==> src/rtl/writeback_arbiter_pkg.sv <==
// writeback_arbiter_pkg: register-file geometry and the write-back entry type shared with decode.
package writeback_arbiter_pkg;
    localparam int REG_W = 32;
    localparam int REG_ADDR_W = 5;
    localparam int NUM_REGS = 32;
    localparam int RSTATUS_REG = 30;
    typedef struct packed {
        logic [REG_ADDR_W-1:0] rd;
        logic [REG_W-1:0]      data;
    } wb_entry_t;
endpackage

==> src/rtl/wb_fifo.sv <==
// wb_fifo: circular result buffer for the mult/div write-back path.
module wb_fifo
    import writeback_arbiter_pkg::*;
#(
    parameter int DEPTH = 2
) (
    input  logic      clock,
    input  logic      ctrl_reset_n,
    input  logic      push,
    input  wb_entry_t push_entry,
    input  logic      pop,
    output wb_entry_t head,
    output logic      full,
    output logic      empty
);
    localparam int PW = $clog2(DEPTH);
    wb_entry_t mem [DEPTH];
    logic [PW-1:0] wr_ptr, rd_ptr;
    logic [PW:0] count;
    logic do_push, do_pop;
    assign full = count == (PW+1)'(DEPTH);
    assign empty = count == '0;
    assign head = mem[rd_ptr];
    assign do_push = push && !full;
    assign do_pop = pop && !empty;
    // Pointers wrap by natural overflow since DEPTH is a power of two.
    always_ff @(posedge clock or negedge ctrl_reset_n) begin
        if (!ctrl_reset_n) begin
            wr_ptr <= '0;
            rd_ptr <= '0;
            count <= '0;
        end else begin
            wr_ptr <= wr_ptr + PW'(do_push);
            rd_ptr <= rd_ptr + PW'(do_pop);
            count <= count + (PW+1)'(do_push) - (PW+1)'(do_pop);
        end
    end
    always_ff @(posedge clock) begin
        if (do_push) mem[wr_ptr] <= push_entry;
    end
endmodule

==> src/rtl/writeback_arbiter.sv <==
// writeback_arbiter: merges ALU and mult/div results onto the register-file write port.
module writeback_arbiter
    import writeback_arbiter_pkg::*;
#(
    parameter int DEPTH = 2,
    parameter int RSTATUS_REG = 30
) (
    input  logic                  clock,
    input  logic                  ctrl_reset_n,
    input  logic                  alu_valid,
    input  logic [REG_ADDR_W-1:0] alu_rd,
    input  logic [REG_W-1:0]      alu_data,
    input  logic                  alu_exc,
    input  logic [REG_W-1:0]      alu_exc_code,
    input  logic                  md_issue_valid,
    input  logic [REG_ADDR_W-1:0] md_issue_rd,
    input  logic                  md_valid,
    input  logic [REG_ADDR_W-1:0] md_rd,
    input  logic [REG_W-1:0]      md_data,
    output logic                  md_ready,
    output logic                  ctrl_writeEnable,
    output logic [REG_ADDR_W-1:0] ctrl_writeReg,
    output logic [REG_W-1:0]      data_writeReg,
    output logic [NUM_REGS-1:0]   busy
);
    wb_entry_t head, sel;
    logic full, empty, pop, sel_valid, sel_write;
    logic [NUM_REGS-1:0] busy_next;
    assign md_ready = !full;
    assign pop = !alu_valid && !empty;
    assign sel_valid = alu_valid || !empty;
    assign sel_write = sel_valid && sel.rd != '0;
    wb_fifo #(.DEPTH(DEPTH)) u_fifo (
        .clock(clock),
        .ctrl_reset_n(ctrl_reset_n),
        .push(md_valid),
        .push_entry({md_rd, md_data}),
        .pop(pop),
        .head(head),
        .full(full),
        .empty(empty)
    );
    // The ALU cannot stall, so it always wins; exceptions redirect to the status register.
    always_comb begin
        sel = head;
        if (alu_valid) sel = {alu_exc ? REG_ADDR_W'(RSTATUS_REG) : alu_rd, alu_exc ? alu_exc_code : alu_data};
    end
    // Issue is applied after the pop clear so a same-edge set wins.
    always_comb begin
        busy_next = busy;
        if (pop) busy_next[head.rd] = 1'b0;
        if (md_issue_valid) busy_next[md_issue_rd] = 1'b1;
        busy_next[0] = 1'b0;
    end
    always_ff @(posedge clock or negedge ctrl_reset_n) begin
        if (!ctrl_reset_n) begin
            ctrl_writeEnable <= 1'b0;
            ctrl_writeReg <= '0;
            data_writeReg <= '0;
            busy <= '0;
        end else begin
            ctrl_writeEnable <= sel_write;
            if (sel_write) {ctrl_writeReg, data_writeReg} <= sel;
            busy <= busy_next;
        end
    end
endmodule

==> config.mk <==
export PLATFORM = sky130hd
export DESIGN_NAME = writeback_arbiter
export DESIGN_NICKNAME = d
export VERILOG_FILES = /design/src/rtl/writeback_arbiter_pkg.sv /design/src/rtl/wb_fifo.sv /design/src/rtl/writeback_arbiter.sv
export SDC_FILE = /design/constraint.sdc
export NUM_CORES = 1
export LEC_CHECK = 0
export ABC_CLOCK_PERIOD_IN_PS = 6150
export CAP_MARGIN = 20
export CORE_ASPECT_RATIO = 2
export CORE_MARGIN = 5
export CORE_UTILIZATION = 51
export DETAILED_ROUTE_END_ITERATION = 8
export PLACE_DENSITY = 0.95
export SYNTH_ARGS = -nofsm -noshare
export SYNTH_HDL_FRONTEND = slang
export SYNTH_SLANG_ARGS = --single-unit
==> constraint.sdc <==
create_clock -name clock -period 6.15 [get_ports clock]
set_clock_uncertainty 0.2 [all_clocks]
set_input_delay 0.9225 -clock clock [delete_from_list [all_inputs] [get_ports clock]]
set_output_delay 0.9225 -clock clock [all_outputs]
set_load 0.01 [all_outputs]
* Word-level counts from Yosys, hierarchy flattened *
Memory sizes are Yosys's and may differ from the RTL's.
Cells that the tools add are included.

word-level totals
  memories = 1
  output and inout bits = 71
  bits in writable memories = 74
  input bits = 117
  register bits = 73

memories
  memory      depth  width  read ports  clocked after memory_dff  wr ports  RTL line       text
  u_fifo.mem  2      37     1           0                         1         wb_fifo.sv:17  wb_entry_t mem [DEPTH];

cells by class
  reduce and logical (&&, ||, !) cells = 12
  $add $sub $neg = 4
  bitwise operators = 3
  order comparisons = 4
  equal/unequal tests = 1
  mux-type cells = 11

operators with widths
  kind                  count
  $mux W32              3
  $mux W37              1
  $and A32 B32 Y32      1
  $not A32 Y32          1
  $or A32 B32 Y32       1
  $lt A5 B6 Y1 const B  2
  $demux W1 S5          2
  $ge A5 B1 Y1 const B  2
  $logic_and A1 B1 Y1   6
  $mux W5               1
  $reduce_bool A5 Y1    1
  $mux W1               4
  $logic_not A1 Y1      3
  $add A1 B1 Y1         2
  $add A2 B1 Y2         1
  $eq A2 B2 Y1 const B  1
  $logic_not A2 Y1      1
  $sub A2 B1 Y2         1
  $logic_or A1 B1 Y1    1

* Longest topological paths before layout *
An unclocked memory read counts as a cell.

  depth in word-level cells = 10
  depth in mapped cells = 8
  mapped depth without buffers = 7

* Hierarchy *
From an unflattened synthesis, not the netlist that was laid out.

unflattened totals
  cells, all modules = 463
  area total of the unflattened synthesis = 6533.8 um^2

by module, submodules not included
  module             times used  seq. area each (um^2)  area an instance (um^2)  cells an instance
  writeback_arbiter  1           1726.7                 3562.2                   328
  wb_fifo            1           2322.2                 2971.6                   135

* Worst setup path after synthesis *
OpenSTA, ideal clock, no wires.

  kind = input-to-reg
  start = in alu_exc
  end = reg data_writeReg[0]
  setup time = 0.125 ns
  required time = 5.825 ns
  slack = 3.484 ns
  stages = 8
  arrival = 2.341 ns
  path through = buf_2 nor3_1 nand2_1 a211o_1 o21a_1 buf_6 buf_6 mux2_4

on the way
  longest elaborated chain between the ends = 4

ends and longest elaborated chain
  what                  RTL line                 text
  from (decl)           writeback_arbiter.sv:13  input logic alu_exc,
  $mux W5               writeback_arbiter.sv:46  if (alu_valid) sel = {alu_exc ? REG_ADDR_W'(RSTATUS_REG) : alu_rd, alu_exc ? alu_exc_code : alu_data};
  $mux W37 *            writeback_arbiter.sv:46
  $reduce_bool A5 Y1    writeback_arbiter.sv:32  assign sel_write = sel_valid && sel.rd != '0;
  $logic_and A1 B1 Y1   writeback_arbiter.sv:32
  to (signal assigned)  writeback_arbiter.sv:63  if (sel_write) {ctrl_writeReg, data_writeReg} <= sel;
  to (decl)             writeback_arbiter.sv:23  output logic [REG_W-1:0] data_writeReg,

Every way passes the cells marked *; elsewhere a longest branch is shown, timed or not.
A chain may end at the register's enable or synchronous reset.

* Final worst setup path *
  start = in alu_exc
  end = reg data_writeReg[28]

Same word-level chain as after synthesis.

==> run summary <==
The worst hold-check slack is 0.313 ns. Once placement finished, the instance area stood at 8360 sq um. The pin count of the biggest net entering global routing came out at 76. The total via count after detailed routing is 4882. TritonCTS created 17 clock buffers.

The max-slew headroom at the worst pin is 26.6%. Among all stages on the critical path, the largest delay is contributed by sky130_fd_sc_hd__buf_2. Before antenna repair, the detailed router went through 5 iterations.

The synthesized netlist net count came out at 608. The worst min-delay path category is flop to flop. The sequential cell fraction of total power is 39.2%. For this design, the sink count on the clock tree is 147. The switching power as a share of total power came out at 32.3%. Ranked by total cell area, the synthesized netlist is headed by sky130_fd_sc_hd__edfxtp_1 34%, sky130_fd_sc_hd__dfrtp_1 28%, sky130_fd_sc_hd__mux2_4 5.8%.

The count of buffers inserted at the top-level ports is 186. The total congestion overflow is 0. The number of fill cells in the layout came out at 798.

The floorplan core area came out at 12500 sq um. 0 antenna diodes ended up in the layout. The fraction of synthesized cell area taken by the top area cell type came out at 34.4%. The number of top-level pins came out at 188. The worst setup path is launched from an input pin. The die height is 169 microns. The number of nets still failing antenna checks after routing is 0. The leakage power is 3.49 nW. The final critical-path share of the clock period came out at 56.0%. Max-cap violations in this run came to 0. The yosys synthesis warning count is 0. The endpoint type of the worst setup path is a flop. In this run, distinct cell masters in the synthesized netlist total 39. In this run the cell area of the synthesized design comes to 6450 sq um. For this configuration, the core starts out at a cell density of 51.7%. The power share of the combinational group is 35.7%. The synthesized instance count is 487. The number of enable-type register cells in the synthesized netlist came out at 74. The detailed placer's ending HPWL came out at 13100 microns. Setup violations remaining at the end of the flow were counted as 0. The global placement routability congestion is 0.916. The cell area after layout is 8980 sq um. The clock-pin slew on the worst setup and hold paths is 0.06 ns. The total wire length is 18500 microns.

The stage delay of the slowest cell on the critical path is 0.79 ns. Derived from the worst setup path, the maximum achievable clock frequency is 291 MHz. The CTS H-tree depth came out at 4. At the pin with the least slew margin, the transition time is 1.10 ns. The horizontal die dimension is 89.5 microns. The row count came out at 58. The summed negative setup slack over all endpoints is 0 ns. The relative contribution of the clock network to total power is 25.1%. The critical path is of the input pin to flop type. The total number of nets in the final design is 789. The fraction of the yosys area taken by sequential cells came out at 62.7%.

The endpoint arrival time on the critical path is 3.53 ns. The first global-routing pass estimated 27900 microns of wire. The area added between synthesis and finish is 39.2%. The mean number of vias per cell came out at 5.87. The number of hold violations in the final report came to 0. The routed wire length per instance is 22.2 microns. Of all nets on the critical path, the largest fanout is 38.

The flow ran to the end, and the final reports show no timing, DRC or antenna violations. Setup repair after global routing left no endpoint under its margin. Clock tree synthesis selected as its root buffer the cell sky130_fd_sc_hd__clkbuf_16. The average footprint of a synthesized cell came out at 13.2 sq um. IR analysis of the VDD net gives a maximum drop of 0.326 mV. TritonCTS built the clock tree. The fraction of layout cells with a size suffix above 1 came out at 11.6%. Global routing used 24.8% of the available tracks.

For this run, design rule violations remaining after detail routing come to 0. Walking the worst path, the cells encountered are buf_2 -> nor2_1 -> mux2i_1 -> a211o_1 -> o21a_2 -> buf_16 -> mux2_2. The internal power consumption came out at 2.77 mW. The commonest register cell after synthesis is sky130_fd_sc_hd__edfxtp_1. The overall die area came out at 15100 sq um. The net switching power figure is 1.32 mW. The later pin in the worst-skew pair is clocked with a latency of 0.41 ns.

The async set-or-reset flop fraction in the synthesized netlist came out at 49.7%. The number of antenna violations at the first check in global routing was 0. Of all cell types, the one taking the most synthesized area is sky130_fd_sc_hd__edfxtp_1.

By instance count, the leading cell after synthesis is sky130_fd_sc_hd__edfxtp_1. The count of hold buffers inserted by post-cts repair came out at 0. In this run, post-CTS repair resized a total of 0 instances.

In this run the post-CTS setup repair buffer count came out at 0. Cells fill 72.0% of the core in the end. The total of flip-flops plus latches after synthesis is 147. The count of pins over their slew limit came out at 0. In the synthesized netlist, the cells that appear most often are 74 x sky130_fd_sc_hd__edfxtp_1, 73 x sky130_fd_sc_hd__dfrtp_1, 70 x sky130_fd_sc_hd__o21ai_0. The iteration-0 DRC count of the detailed router came out at 250. The ratio of total power to cell area came out at 456 nW/um^2. Counting I/O delays and the setup requirement, the final critical path takes 3.44 ns. In this run the deepest clock path goes through 2 buffers. The worst path required time came out at 6.24 ns. The number of global-route vias before repair came out at 5366.
metrics by stage:
step                      cells  power (mW)  setup slack, ns
after global routing        831        4.29             2.59
after floorplan             487        2.30             3.48
after global placement      798        2.96             2.35
after detailed placement    798        3.05             2.18
after CTS                   830        4.10             2.54
final                       831        4.10             2.71
final cells by class:
type | count | area (sq um) | area share (%)
Sequential cell | 147 | 4050 | 45.1
Multi-Input combinational cell | 304 | 2230 | 24.8
Timing Repair Buffer | 189 | 1890 | 21.1
Clock buffer | 19 | 443 | 4.93
Tap cell | 150 | 188 | 2.09
Clock inverter | 13 | 149 | 1.66
Inverter | 9 | 33.8 | 0.376
placed cells by master, fill, tap and decap left out, drive strengths merged, types with 2 or more instances in the layout:
master,netlist,layout
a211oi,32,32
mux2i,38,38
nor2b,34,34
mux2,33,33
bufinv,0,2
clkinv,0,4
nand3b,7,7
or3,2,2
xnor2,2,2
edfxtp,74,74
a21oi,33,33
inv,9,13
o21ai,70,70
clkinvlp,0,3
ha,4,4
nor3,3,3
nor3b,2,2
nand2,18,18
clkdlybuf4s50,0,183
or3b,3,3
dfrtp,73,73
nand3,3,3
clkbuf,11,19
nor2,7,7
buf,16,6
per-layer routing:
metal | global-route usage (%) | up-vias | share of wire [%]
li1 | - | 2164 | -
met1 | 24.8 | 2378 | 32
met2 | 44.0 | 259 | 56
met3 | 6.72 | 81 | 6.5
met4 | 14.6 | 0 | 5.5
met5 | 0 | - | 0
worst max-delay path: cells and delay by family:
kind / cells / cell delay (ns)
muxes: 2 / 0.62
and+or+nand+nor: 1 / 0.17
AOI/OAI and AO/OA: 2 / 0.73
buffers and inverters: 2 / 1.04
final timing paths:
kind                                        from           endpoint  slack, ns  depth (start not counted)
worst min-delay path            ctrl_writeReg[0]   ctrl_writeReg[0]       0.31                          1
worst max-delay path                     alu_exc  data_writeReg[28]       2.71                          7
min in group asynchronous           ctrl_reset_n           busy[11]       0.47                          1
worst min register to register  ctrl_writeReg[0]   ctrl_writeReg[0]       0.31                          1
max in group asynchronous           ctrl_reset_n      u_fifo.rd_ptr       4.58                          1
worst max register to register     u_fifo.rd_ptr   data_writeReg[6]       3.33                          6
kinds of logic after synthesis:
logic type,share of synthesized area (%)
simple gates,7.16
flops,62.7
buf+inv,2.81
other cells,0.0581
compound gates,12.7
fa+ha+maj,0.776
xor+xnor,0.407
mux,13.3
state kept, by name, indices dropped and copies added (netlist names):
signal	count
ctrl_writeEnable	1
u_fifo.count	2
u_fifo.wr_ptr	1
data_writeReg	32
u_fifo.rd_ptr	1
busy	31
ctrl_writeReg	5
u_fifo.mem	74
power by group through the flow:
| stage | Clock [mW] | Sequential, mW | Combinational, mW |
|---|---|---|---|
| final | 1.03 | 1.60 | 1.46 |
| after CTS | 1.04 | 1.60 | 1.47 |
| after detailed placement | 0 | 1.60 | 1.45 |
| after floorplan | 0 | 1.64 | 0.657 |
| after global routing | 1.09 | 1.64 | 1.56 |
| after global placement | 0 | 1.58 | 1.38 |
Note: power is estimated with default switching activity, not from simulation.
